## src/rtl/adc_spi_responder.sv

```systemverilog
// rtl/adc_spi_responder.sv - SPI-slave model of an 8-channel 12-bit SAR ADC (LTC2308-style framing).
// Optional build macro ADC_RESP_RAMP_EN replaces the external sample source with an internal ramp.
module adc_spi_responder #(
   parameter int DATA_W      = 12,
   parameter int CFG_W       = 6,
   parameter int SYNC_STAGES = 2
) (
   input  logic              clk,
   input  logic              reset_n,
   input  logic              adc_cs,
   input  logic              adc_sclk,
   input  logic              adc_din,
   output logic              adc_dout,
   output logic              sample_req,
   output logic [2:0]        sample_ch,
   input  logic [DATA_W-1:0] sample_data,
   input  logic              sample_valid,
   output logic [CFG_W-1:0]  cfg_word,
   output logic              cfg_valid,
   output logic              frame_err,
   output logic              underrun
);
   localparam int CNT_W = $clog2(DATA_W + 1);
   localparam logic [CNT_W-1:0] CFG_N  = CNT_W'(CFG_W);
   localparam logic [CNT_W-1:0] DATA_N = CNT_W'(DATA_W);

   typedef enum logic {IDLE, SHIFT} state_t;

   state_t              state;
   logic [SYNC_STAGES-1:0] cs_sync, sclk_sync, din_sync;
   logic                cs_r1, cs_r2, sclk_r1, sclk_r2, din_r1;
   logic [CNT_W-1:0]    cnt;
   logic [DATA_W-1:0]   shift_reg;
   logic [DATA_W-1:0]   hold;
   logic [CFG_W-1:0]    cfg_sr;
   logic [DATA_W-1:0]   load_word;
   logic [2:0]          new_ch;
   logic                cs_fall, cs_rise, sclk_rise, sclk_fall;

   // Sync flops reset to 0 so a frame already open when reset releases never looks like a cs fall.
   always_ff @(posedge clk or negedge reset_n) begin
      if (!reset_n) begin
         cs_sync   <= '0;
         sclk_sync <= '0;
         din_sync  <= '0;
         cs_r1     <= 1'b0;
         cs_r2     <= 1'b0;
         sclk_r1   <= 1'b0;
         sclk_r2   <= 1'b0;
         din_r1    <= 1'b0;
      end else begin
         cs_sync   <= {cs_sync[SYNC_STAGES-2:0], adc_cs};
         sclk_sync <= {sclk_sync[SYNC_STAGES-2:0], adc_sclk};
         din_sync  <= {din_sync[SYNC_STAGES-2:0], adc_din};
         cs_r1     <= cs_sync[SYNC_STAGES-1];
         cs_r2     <= cs_r1;
         sclk_r1   <= sclk_sync[SYNC_STAGES-1];
         sclk_r2   <= sclk_r1;
         din_r1    <= din_sync[SYNC_STAGES-1];
      end
   end

   assign cs_fall   = cs_r2 & ~cs_r1;
   assign cs_rise   = ~cs_r2 & cs_r1;
   assign sclk_rise = ~sclk_r2 & sclk_r1;
   assign sclk_fall = sclk_r2 & ~sclk_r1;
   assign new_ch    = {cfg_sr[CFG_W-3], cfg_sr[CFG_W-4], cfg_sr[CFG_W-2]};

`ifdef ADC_RESP_RAMP_EN
   logic [DATA_W-4:0] ramp;
   wire unused_src = ^{sample_data, sample_valid};
   assign load_word = hold;
`else
   assign load_word = (sample_req && sample_valid) ? sample_data : hold;
`endif

   always_ff @(posedge clk or negedge reset_n) begin
      if (!reset_n) begin
         state      <= IDLE;
         adc_dout   <= 1'b0;
         sample_req <= 1'b0;
         sample_ch  <= 3'd0;
         cfg_word   <= CFG_W'(6'b100010);
         cfg_valid  <= 1'b0;
         frame_err  <= 1'b0;
         underrun   <= 1'b0;
         hold       <= '0;
         cnt        <= '0;
         shift_reg  <= '0;
         cfg_sr     <= '0;
`ifdef ADC_RESP_RAMP_EN
         ramp       <= '0;
`endif
      end else begin
         cfg_valid <= 1'b0;
         frame_err <= 1'b0;
         underrun  <= 1'b0;
`ifndef ADC_RESP_RAMP_EN
         if (sample_req && sample_valid) begin
            hold       <= sample_data;
            sample_req <= 1'b0;
         end
`endif
         case (state)
            IDLE: begin
               adc_dout <= 1'b0;
               if (cs_fall) begin
                  state     <= SHIFT;
                  adc_dout  <= load_word[DATA_W-1];
                  shift_reg <= {load_word[DATA_W-2:0], 1'b0};
                  cnt       <= '0;
                  cfg_sr    <= '0;
`ifndef ADC_RESP_RAMP_EN
                  underrun  <= sample_req & ~sample_valid;
`endif
               end
            end
            SHIFT: begin
               if (cs_rise) begin
                  state    <= IDLE;
                  adc_dout <= 1'b0;
                  if (cnt >= CFG_N) begin
                     cfg_word   <= cfg_sr;
                     cfg_valid  <= 1'b1;
                     sample_ch  <= new_ch;
`ifdef ADC_RESP_RAMP_EN
                     hold       <= {new_ch, ramp};
                     ramp       <= ramp + 1'b1;
`else
                     sample_req <= 1'b1;
`endif
                  end
                  if (cnt != DATA_N)
                     frame_err <= 1'b1;
               end else if (sclk_rise) begin
                  if (cnt < CFG_N)
                     cfg_sr <= {cfg_sr[CFG_W-2:0], din_r1};
                  if (cnt < DATA_N)
                     cnt <= cnt + 1'b1;
               end else if (sclk_fall) begin
                  if (cnt < DATA_N) begin
                     adc_dout  <= shift_reg[DATA_W-1];
                     shift_reg <= {shift_reg[DATA_W-2:0], 1'b0};
                  end else begin
                     adc_dout <= 1'b0;
                  end
               end
            end
            default: state <= IDLE;
         endcase
      end
   end
endmodule

```

## config.mk

```make
export PLATFORM = sky130hd
export DESIGN_NAME = adc_spi_responder
export DESIGN_NICKNAME = d
export VERILOG_FILES = /design/src/rtl/adc_spi_responder.sv
export SDC_FILE = /design/constraint.sdc
export NUM_CORES = 1
export LEC_CHECK = 0
export ABC_AREA = 0
export BUFFER_PORTS_ARGS = -buffer_cell sky130_fd_sc_hd__clkbuf_2
export CORE_MARGIN = 5
export CORE_UTILIZATION = 40
export DETAILED_ROUTE_END_ITERATION = 10
export PLACE_DENSITY = 0.69
export SLEW_MARGIN = 20
export SYNTH_ARGS = -nofsm -noshare
export SYNTH_HDL_FRONTEND = slang
export SYNTH_SLANG_ARGS = --single-unit
```

## constraint.sdc

```tcl
create_clock -name clk -period 1.7 [get_ports clk]
set_input_delay 0.17 -clock clk [delete_from_list [all_inputs] [get_ports clk]]
set_output_delay 0.17 -clock clk [all_outputs]
set_load 0.02 [all_outputs]
```

# Word-level counts from Yosys, hierarchy flattened
# Cells that the tools add are included.
# op_classes
n_eq_ne,10
muxes,38
n_reduce_logical,6
n_bitwise,11
addsub,1
order_cmp,3
# op_table
op,count
$mux W12,6
$mux W6,4
$pmux W12 S2,1
$mux W1,19
$mux W4,4
$pmux W6 S2,1
$ne A2 B1 Y1 const B,4
$pmux W4 S2,1
$reduce_and A4 Y1,2
$ne A2 B2 Y1 const B,3
$not A1 Y1,6
$and A1 B1 Y1,5
$reduce_and A5 Y1,1
$add A4 B1 Y4 const B,1
$ge A4 B3 Y1 const B,1
$lt A4 B3 Y1 const B,1
$lt A4 B4 Y1 const B,1
$ne A4 B4 Y1 const B,1
$pmux W1 S2,2
$ne A3 B1 Y1 const B,1
$ne A3 B3 Y1 const B,1
$reduce_and A3 Y1,1
$reduce_and A2 Y1,1
$logic_and A1 B1 Y1,1
# word_totals
inputBits,18
reg_bits,60
word_cells,89
out_inout_bits,14

# Depth between registers and ports, before layout
# Gate-level depths: netlist of run 1.
# logic_depth
word_depth,6
depth_mapped,5

# Least setup slack after synthesis of run 1
# Ideal clock, no wire load.
# synth_path
path_type,register to register
startpoint,register sample_req
endpoint,register shift_reg[10]
t_required_ps,1575
path_slack_ps,56
arrival_ps,1520
stages_incl_launch_ff,6
setup_time_ps,125
period_less_slack_ps,1644
cell_sequence,dfrtp_1 nand2_2 buf_6 mux2_4 mux2_2 mux2_2
# synth_via
elab_chain_cells,4
# synth_lines
element,line_no,rtl
start: declaration,14,"output logic sample_req,"
start signal: assignment,81,sample_req <= 1'b0;
start signal: assignment,101,sample_req <= 1'b0;
start signal: assignment,130,sample_req <= 1'b1;
$logic_and A1 B1 Y1,74,assign load_word = (sample_req && sample_valid) ? sample_data : hold;
$mux W12,n/a,
via load_word[9],36,logic [DATA_W-1:0] load_word;
$mux W12,107,if (cs_fall) begin
$pmux W12 S2,104,case (state)
end signal: assignment,110,"shift_reg <= {load_word[DATA_W-2:0], 1'b0};"
end signal: assignment,143,"shift_reg <= {shift_reg[DATA_W-2:0], 1'b0};"
end: declaration,33,logic [DATA_W-1:0] shift_reg;
# The timed path passes the listed nets, and every way through them passes these cells. The select of a mux whose other input is x is not followed.
# A chain may end at the register's enable or synchronous reset.

# Worst setup path after layout of run 1
# layout_path
startpoint,register sample_req
endpoint,register shift_reg[11]
# Same word-level chain as after synthesis.

==> results by group, run 1 <==
Drt
  • Avg WL per Cell: 13.9 um
  • Post-DRT Antenna Nets: 0
  • Total Wirelength: 4090 um
  • Vias/cell: 4.82
  • Via count: 1,416
  • DRC: 0
  • DRT iter0 DRCs: 67
  • DRT Pass-1 Iters: 4

Placement
  • DP Wirelength: 2920 um
  • Gpl congestion: 0.764
  • Placed Cells: 282
  • I/O Buffers: 31
  • Placed Area: 0.00269 mm^2

Worst setup path
  • Most used cell, CP: mux2_2
  • CP required: 1910 ps
  • Length in cells of the worst reg-to-reg path: 5
  • Max FO, Critical Path: 12
  • Slowest stage cell on the critical path: dfrtp_1
  • Setup slack, reg-to-reg: 80 ps
  • Critical-path cell list: nand2_2, buf_12, mux2_2, mux2_2, mux2_2
  • CP endpoint kind: flop
  • Worst setup SP type: flop
  • Crit-path max cell delay: 410 ps
  • Worst EP arrival: 1830 ps
  • Crit Path Category: reg -> reg

Global routing
  • Largest net degree at the start of global routing: 26
  • Vias in the first global route: 1,396
  • First-pass GRT wire length: 7090 um
  • Global Route Usage Sum: 12.2%
  • Initial antenna violation count: 0
  • Grt ovf: 0

Synthesis
  • Syn Area/Cell: 13.8 um^2
  • Synthesized area: 0.00236 mm^2
  • Ys flop type: dfrtp_1
  • Cells after Synth: 171
  • Top cells by area, synth: dfrtp_1, mux2_2, mux2i_1, mux2_4, nand2_1
  • Dominant cell type by area after synthesis: dfrtp_1
  • Area share of the largest cell type after synthesis: 57.1%
  • Synthesized flop and latch total: 56
  • Async SR Flop Fraction: 100%
  • Sequential share of the synthesized area: 59.4%
  • Warnings from Yosys: 0
  • Syn Nets: 191
  • Count of cell types in the netlist: 32
  • Post-synth EDFFs: 0

STA
  • Minimum clock period: 1620 ps
  • Worst Max-Slew Pin Slew: 466 ps
  • Setup TNS: 0 ps
  • Max-slew violations: 0
  • Setup-violating endpoint count in the final report: 0
  • Hold_ws: 94.4 ps
  • Relative slew slack: 68.9%
  • Final clock skew: 20.2 ps
  • Maximum clock frequency: 617 MHz
  • Post-route clock period utilization: 95.3%
  • Fin. Hold Viols: 0
  • RSZ-0062 raised after global routing: yes

Clocking
  • H-Tree Level Count: 2
  • Reg clk slew, reported paths: 110 ps
  • Clock Tree Buf Depth: 2
  • CTS tree: yes
  • Total clock sinks: 56
  • TritonCTS Buffers: 5
  • Root Buffer: clkbuf_8
  • Clock latency on the worst-skew pair: 320 ps

Floorplan
  • Core ar.: 0.00585 mm^2
  • Number of top-level pins: 32
  • Starting Density: 40.4%
  • Die outline height: 86.9 um
  • Rows: 28
  • Chip width: 86.9 um
  • Die area: 0.00755 mm^2

Final layout
  • Fin util: 48.5%
  • Final Non-Filler Cells: 294
  • Largest register FFs: 12
  • Diode count: 0
  • Layout cells sized above 1: 44.7%
  • Final Cell Area: 0.00284 mm^2
  • Nets: 238
  • Synth-to-Final Area Change: 19.9%

Worst hold path
  • Hold Path Stages: 2
  • Min-Delay Path Class: in -> reg

Pwr
  • Combinational share of power: 20.4%
  • Worst VDD drop: 0.447 mV
  • Int Pwr: 2.24 mW
  • PwrDens: 1080 mW/mm^2
  • Clk pwr share: 25.3%
  • P_sw: 0.821 mW
  • Leak pwr: 1.42 nW
  • Switching share of power: 26.9%
  • Flop pwr share: 54.3%

Status
  • Status: complete, no violations

Flow run
  • Max-cap violations: 0
## path summary, 6_finish.rpt
check,startpoint,end
min in group asynchronous,reset_n,sclk_r2$_DFF_PN0_
min reg2reg,din_sync[1]$_DFF_PN0_,din_r1$_DFF_PN0_
max reg2reg,sample_req$_DFF_PN0_,shift_reg[11]$_DFFE_PN0P_
max in group asynchronous,reset_n,cfg_word[5]$_DFFE_PN1P_
min,sample_data[7],hold[7]$_DFF_PN0_
max,sample_req$_DFF_PN0_,shift_reg[11]$_DFFE_PN0P_
## kinds of logic (layout without fill, tap and decap cells)
group | Yosys count | in the layout | share of synthesized area [%]
simple gates | 37 | 37 | 7.99
flops | 56 | 56 | 59.4
compound gates | 14 | 14 | 4.18
buf+inv | 12 | 60 | 2.96
fa+ha+maj | 2 | 2 | 1.06
mux | 50 | 50 | 24.4
## per-layer routing
metal	vias to the layer above	GRT usage, %	share of wire, %	wire, um
met4	0	5.10	1.9	76
met1	692	17.3	46	1880
li1	689	-	-	-
met2	29	17.9	48	1970
met5	-	0	0	0
met3	6	2.65	3.6	149
## what timing repair did
item / in CTS / in global routing
gates resized for setup: 0 / 2
endpoints found under the hold margin: 19 / 0
hold buffers: 4 / 0
endpoints found under the setup margin: 0 / 5
buffers inserted: 0 / 0
## metrics by stage
step	total power, mW	setup slack, ps
after global routing	3.24	5.15
after global placement	2.28	121
after CTS	3.10	62.5
after detailed placement	2.32	85.9
final	3.06	80.3
after floorplan	2.10	55.7
## power groups by stage
stage	Clock, mW	Combinational [mW]	Sequential (mW)
after floorplan	0	0.410	1.69
after global placement	0	0.603	1.68
after detailed placement	0	0.624	1.69
after CTS	0.806	0.632	1.66
after global routing	0.850	0.702	1.69
final	0.773	0.623	1.66
## cell usage after synthesis, types with 2 or more instances
library cell / number
nand2_1: 16
nor3_1: 3
dfrtp_1: 54
o211ai_1: 2
buf_2: 2
nand4_1: 2
ha_1: 2
buf_4: 4
a21oi_1: 5
nor2_1: 2
nand3_1: 3
nand2b_1: 4
inv_1: 2
nor2b_1: 2
clkbuf_1: 3
mux2_4: 8
mux2i_1: 12
dfstp_2: 2
mux2_2: 30
## critical path: cells and delay by family (launching register included)
kind	cells	cell delay, ps
mux	3	860
flops	1	410
buf+inv	1	150
simple gates	1	80
## cells in the final DEF, fill, tap and decap left out, drive strengths merged, types with 2 or more instances in the layout
cell type    netlist  routed
nor2b              2       2
dlygate4sd3        0       4
nor2               2       2
nor3               3       3
a21oi              5       5
nand2             17      17
inv                2       2
dfstp              2       2
nand3              3       3
dfrtp             54      54
mux2i             12      12
nand4              2       2
nand2b             4       4
o211ai             3       3
buf                7      15
clkinvlp           0       2
ha                 2       2
clkbuf             3      37
mux2              38      38
## final cells by class
class                   count  area, um^2
clock buffers               6        82.6
clock inverters             2        15.0
fillers                   527        3020
inverters                   2        7.51
multi-input cells         103         896
flip-flops and latches     56        1400
well taps                  75        93.8
repair buffers             50         337
Power figures use the tool's default switching activity.
==> inputs of run 2 (changes only) <==
- MAX_ROUTING_LAYER: not set -> met4
==> results by group, run 2 (same netlist as run 1, synthesis figures left out) <==
Status
  • Status: complete, no violations

Final layout
  • Most common cell after layout, fill and taps aside: dfrtp_1
  • Final Cell Area: 0.00284 mm^2 (unchanged)
  • Layout cells sized above 1: 44.7% (unchanged)
  • Footprint of the multi-input gates: 896 um^2 (unchanged)
  • Diode count: 0 (unchanged)
  • Largest register FFs: 12 (unchanged)
  • Nets: 238 (unchanged)
  • Register area: 0.00140 mm^2 (unchanged)
  • Most frequent cells in the layout: dfrtp_1, clkbuf_2, mux2_2
  • Synth-to-Final Area Change: 19.9% (unchanged)
  • Fill count: 527 (unchanged)
  • Fin util: 48.5% (unchanged)

Worst hold path
  • Source of the worst hold timing path: sample_data[7]
  • Min-Delay Path Class: in -> reg
  • Hold Path Sink: hold[7]$_DFF_PN0_
  • Hold Path Stages: 2 (unchanged)

Placement
  • Gpl congestion: 0.774 (+1.3%)
  • DP Wirelength: 2920 um (unchanged)
  • I/O Buffers: 31 (unchanged)
  • Placed Area: 0.00269 mm^2 (unchanged)

Floorplan
  • Die area: 0.00755 mm^2 (unchanged)
  • Number of top-level pins: 32 (unchanged)
  • Chip width: 86.9 um (unchanged)
  • Rows: 28 (unchanged)
  • Core ar.: 0.00585 mm^2 (unchanged)
  • Die outline height: 86.9 um (unchanged)
  • Starting Density: 40.4% (unchanged)

Worst setup path
  • Max FO, Critical Path: 12 (unchanged)
  • Length in cells of the worst reg-to-reg path: 5 (unchanged)
  • Setup slack, reg-to-reg: 80 ps (about the same)
  • Worst setup SP type: flop
  • R2R Path End: shift_reg[11]$_DFFE_PN0P_
  • CP required: 1910 ps (about the same)
  • Crit Path Category: reg -> reg
  • CP Launch Point: sample_req$_DFF_PN0_
  • Worst EP arrival: 1830 ps (about the same)
  • Worst r2r src: sample_req$_DFF_PN0_
  • CP endpoint kind: flop

Drt
  • Total Wirelength: 4060 um (-0.54%)
  • Vias/cell: 4.86 (+0.85%)
  • DRT iter0 DRCs: 89 (+33%)
  • Post-DRT Antenna Nets: 0 (unchanged)
  • DRC: 0 (unchanged)
  • Via count: 1,428 (+0.85%)
  • Avg WL per Cell: 13.8 um (-0.54%)
  • DRT Pass-1 Iters: 4 (unchanged)

Pwr
  • Combinational share of power: 20.4% (about the same)
  • Leak pwr: 1.42 nW (unchanged)
  • Clk pwr share: 25.2% (about the same)
  • Int Pwr: 2.24 mW (about the same)
  • Total Power: 3.05 mW (-0.19%)
  • Flop pwr share: 54.4% (about the same)
  • Switching share of power: 26.7% (-0.13 points)
  • P_sw: 0.815 mW (-0.67%)
  • Worst VDD drop: 0.446 mV (about the same)
  • PwrDens: 1080 mW/mm^2 (-0.19%)

Global routing
  • Vias in the first global route: 1,398 (+0.14%)
  • Global Route Usage Sum: 12.5% (+0.32 points)
  • Grt ovf: 0 (unchanged)
  • First-pass GRT wire length: 7090 um (about the same)
  • Largest net degree at the start of global routing: 26 (unchanged)
  • Initial antenna violation count: 0 (unchanged)

STA
  • Setup TNS: 0 ps (unchanged)
  • Setup-violating endpoint count in the final report: 0 (unchanged)
  • Worst Max-Slew Pin Slew: 458 ps (-7.82 ps)
  • Maximum clock frequency: 617 MHz (about the same)
  • RSZ-0062 raised after global routing: no
  • Relative slew slack: 69.4% (+0.52 points)
  • Fin. Hold Viols: 0 (unchanged)
  • Max-slew violations: 0 (unchanged)
  • Hold_ws: 96.8 ps (+2.45 ps)
  • Final clock skew: 19.3 ps (-0.919 ps)
  • Post-route clock period utilization: 95.3% (about the same)
  • Minimum clock period: 1620 ps (+0.597 ps)

Clocking
  • TritonCTS Buffers: 5 (unchanged)
  • Post-CTS Setup Inserts: 0 (unchanged)
  • Clock Tree Buf Depth: 2 (unchanged)
  • CTS tree: yes
  • Root Buffer: clkbuf_8
  • Clock latency on the worst-skew pair: 320 ps (about the same)
  • Total clock sinks: 56 (unchanged)
  • H-Tree Level Count: 2 (unchanged)
  • Reg clk slew, reported paths: 110 ps (about the same)

Flow run
  • Max-cap violations: 0 (unchanged)
==> run 2: metal layers <==
metal / track usage (%) / share of wire (%) / wire [um]
met3: 2.65 / 3.5 / 144
met2: 18.1 / 49 / 1970
met5: - / 0 / 0
met1: 17.0 / 46 / 1870
met4: 5.10 / 1.9 / 76
==> run 2: timing repair <==
action / CTS / global route
setup endpoints to repair: 0 / 3
gates resized for setup: 0 / 2
hold endpoints to repair: 19 / 0
hold buffers: 4 / 0
==> run 2: area by class of cell <==
| cell class | instances | area share, % |
|---|---|---|
| multi-input combinational | 103 | 31.6 |
| clock inverter | 2 | 0.530 |
| clock buffer | 6 | 2.91 |
| sequential | 56 | 49.5 |
| inverter | 2 | 0.265 |
| tap | 75 | 3.31 |
| timing repair buffer | 50 | 11.9 |
==> run 2: critical path: stages, from the launching register on <==
cell and delay (ps):
dfrtp_1 410, nand2_2 80, buf_12 150, mux2_2 350
mux2_2 250, mux2_2 260
==> run 2: how the worst max path moves through the flow <==
stage	to	slack, ps
3_5_place_dp	shift_reg[11]$_DFFE_PN0P_	90
6_report	shift_reg[11]$_DFFE_PN0P_	80
4_1_cts	cfg_word[0]$_DFFE_PN0P_	60
3_3_place_gp	shift_reg[9]$_DFFE_PN0P_	120
5_1_grt	shift_reg[9]$_DFFE_PN0P_	2
2_1_floorplan	shift_reg[10]$_DFFE_PN0P_	60
==> run 2: power groups by stage <==
stage                     clock (mW)  combinational (mW)  sequential, mW
after detailed placement           0               0.624            1.69
final                          0.769               0.622            1.66
after global placement             0               0.603            1.68
after CTS                      0.806               0.632            1.66
after global routing           0.845               0.702            1.69
after floorplan                    0               0.410            1.69
==> run 2: stage by stage <==
stage,setup slack (ps),std cells
6_report,79.7,294
5_1_grt,2.42,294
3_3_place_gp,121,282
2_1_floorplan,55.7,171
3_5_place_dp,85.9,282
4_1_cts,62.5,294
==> inputs of run 3 (changes only) <==
- REMOVE_ABC_BUFFERS: not set -> 1
==> results by group, run 3 (same netlist as run 1, synthesis figures left out) <==
Worst hold path
  • Hold Path Sink: hold[3]$_DFF_PN0_
  • Source of the worst hold timing path: sample_data[3]
  • Min-Delay Path Class: in -> reg
  • Hold Path Stages: 2 (unchanged)

Worst setup path
  • Crit path buf inv count: 1 (unchanged)
  • Most used cell, CP: mux2_2
  • Delay-heaviest family, CP: multiplexers
  • Crit Path Category: reg -> reg
  • Worst EP arrival: 1830 ps (about the same)
  • Crit-path max cell delay: 410 ps (about the same)
  • CP required: 1900 ps (about the same)
  • R2R Path End: shift_reg[9]$_DFFE_PN0P_
  • Worst setup SP type: flop
  • Critical-path cell list: nand2_2, buf_12, mux2_2, mux2_2, mux2_2
  • Length in cells of the worst reg-to-reg path: 5 (unchanged)
  • CP endpoint kind: flop
  • Worst r2r src: sample_req$_DFF_PN0_
  • Setup slack, reg-to-reg: 80 ps (about the same)
  • Slowest stage cell on the critical path: dfrtp_1
  • Max FO, Critical Path: 12 (unchanged)

Floorplan
  • Rows: 28 (unchanged)
  • Die area: 0.00755 mm^2 (unchanged)
  • Number of top-level pins: 32 (unchanged)
  • Die outline height: 86.9 um (unchanged)
  • Core ar.: 0.00585 mm^2 (unchanged)
  • Chip width: 86.9 um (unchanged)
  • Starting Density: 40.4% (unchanged)

STA
  • Relative slew slack: 69.4% (-0.070 points)
  • Minimum clock period: 1620 ps (+3.48 ps)
  • Worst Max-Slew Pin Slew: 460 ps (+1.06 ps)
  • Setup TNS: 0 ps (unchanged)
  • Max-slew violations: 0 (unchanged)
  • Fin. Hold Viols: 0 (unchanged)
  • Maximum clock frequency: 616 MHz (-0.21%)
  • Final clock skew: 12.8 ps (-6.49 ps)
  • Setup-violating endpoint count in the final report: 0 (unchanged)
  • RSZ-0062 raised after global routing: no
  • Post-route clock period utilization: 95.5% (+0.20 points)

Global routing
  • Largest net degree at the start of global routing: 29 (+12%)
  • Initial antenna violation count: 0 (unchanged)
  • Global Route Usage Sum: 12.5% (+0.059 points)
  • First-pass GRT wire length: 7090 um (about the same)
  • Vias in the first global route: 1,431 (+2.4%)
  • Grt ovf: 0 (unchanged)

Final layout
  • Layout cells sized above 1: 43.3% (-1.5 points)
  • Register area: 0.00140 mm^2 (unchanged)
  • Largest register FFs: 12 (unchanged)
  • Synth-to-Final Area Change: 19.3%
  • Most common cell after layout, fill and taps aside: dfrtp_1
  • Footprint of the multi-input gates: 891 um^2 (-0.56%)
  • Diode count: 0 (unchanged)
  • Nets: 234 (-1.7%)
  • Most frequent cells in the layout: dfrtp_1, clkbuf_2, mux2_2
  • Fill count: 530 (+0.57%)

Drt
  • Total Wirelength: 4090 um (+0.66%)
  • Vias/cell: 4.88 (+0.39%)
  • DRC: 0 (unchanged)
  • DRT iter0 DRCs: 57 (-36%)
  • Post-DRT Antenna Nets: 0 (unchanged)
  • Avg WL per Cell: 14.1 um (+2.1%)
  • DRT Pass-1 Iters: 4 (unchanged)
  • Via count: 1,414 (-0.98%)

Flow run
  • Max-cap violations: 0 (unchanged)

Clocking
  • TritonCTS Buffers: 5 (unchanged)
  • Reg clk slew, reported paths: 110 ps (about the same)
  • Root Buffer: clkbuf_8
  • H-Tree Level Count: 2 (unchanged)
  • CTS tree: yes
  • Post-CTS sizing: 0 (unchanged)
  • Total clock sinks: 56 (unchanged)
  • Post-CTS Setup Inserts: 0 (unchanged)
  • Clock latency on the worst-skew pair: 320 ps (about the same)
  • Clock Tree Buf Depth: 2 (unchanged)
  • Hold_buf cts: 4 (unchanged)

Pwr
  • Total Power: 3.06 mW (+0.27%)
  • Leak pwr: 1.41 nW (-0.67%)
  • PwrDens: 1080 mW/mm^2 (+0.81%)
  • Worst VDD drop: 0.487 mV (+9.1%)

Placement
  • DP Wirelength: 2880 um (-1.2%)
  • Gpl congestion: 0.822 (+6.2%)
  • I/O Buffers: 31 (unchanged)

Status
  • Status: complete, no violations
[run 3: cell count changes in the layout (fill, tap and decap cells not counted), sizes merged]
cell	delta
buf	-4
clkbuf	-1
clkinv	+1
clkinvlp	-1
inv	+1
[run 3: routing by layer]
metal,vias to the layer above,routed length [um],GRT usage (%)
met5,-,0,-
met4,0,47,4.53
met3,4,233,3.69
met2,32,1850,18.4
met1,696,1960,16.6
li1,682,-,-
[run 3: stage by stage]
| stage | std cells | hold WS, ps | instance area, um^2 | util [%] | setup WS [ps] |
|---|---|---|---|---|---|
| 6_report | 290 | 95.5 | 2820 | 48.2 | 76.2 |
| 5_1_grt | 290 | 85.3 | 2820 | 48.2 | 7.25 |
| 4_1_cts | 290 | 83.2 | 2820 | 48.2 | 64.6 |
| 3_5_place_dp | 278 | 143 | 2680 | 45.9 | 98.7 |
| 3_3_place_gp | 278 | 141 | 2680 | 45.9 | 129 |
| 2_1_floorplan | 161 | -126 | 2300 | - | -403 |
[run 3: worst max-delay path by stage]
stage / start / to / slack [ps] / cells past startpoint
floorplan: state$_DFF_PN0_ / shift_reg[10]$_DFFE_PN0P_ / -400 / 4
global placement: sample_req$_DFF_PN0_ / shift_reg[9]$_DFFE_PN0P_ / 130 / 5
detailed placement: sample_req$_DFF_PN0_ / shift_reg[9]$_DFFE_PN0P_ / 100 / 5
CTS: sample_req$_DFF_PN0_ / shift_reg[9]$_DFFE_PN0P_ / 60 / 5
global route: sample_req$_DFF_PN0_ / shift_reg[11]$_DFFE_PN0P_ / 7 / 5
finish: sample_req$_DFF_PN0_ / shift_reg[9]$_DFFE_PN0P_ / 80 / 5
[run 3: report_power, final]
group / total [mW] / internal [mW] / switching [mW]
clock network: 0.768 / 0.304 / 0.464
registers: 1.67 / 1.55 / 0.118
logic: 0.625 / 0.358 / 0.267
total: 3.06 / 2.21 / 0.849
[run 3: layout make-up]
cell class | instances | share of cell area [%]
repair buffers | 46 | 11.6
well taps | 75 | 3.33
inverters | 2 | 0.266
clock buffers | 5 | 2.44
flip-flops and latches | 56 | 49.8
multi-input cells | 103 | 31.6
clock inverters | 3 | 0.976
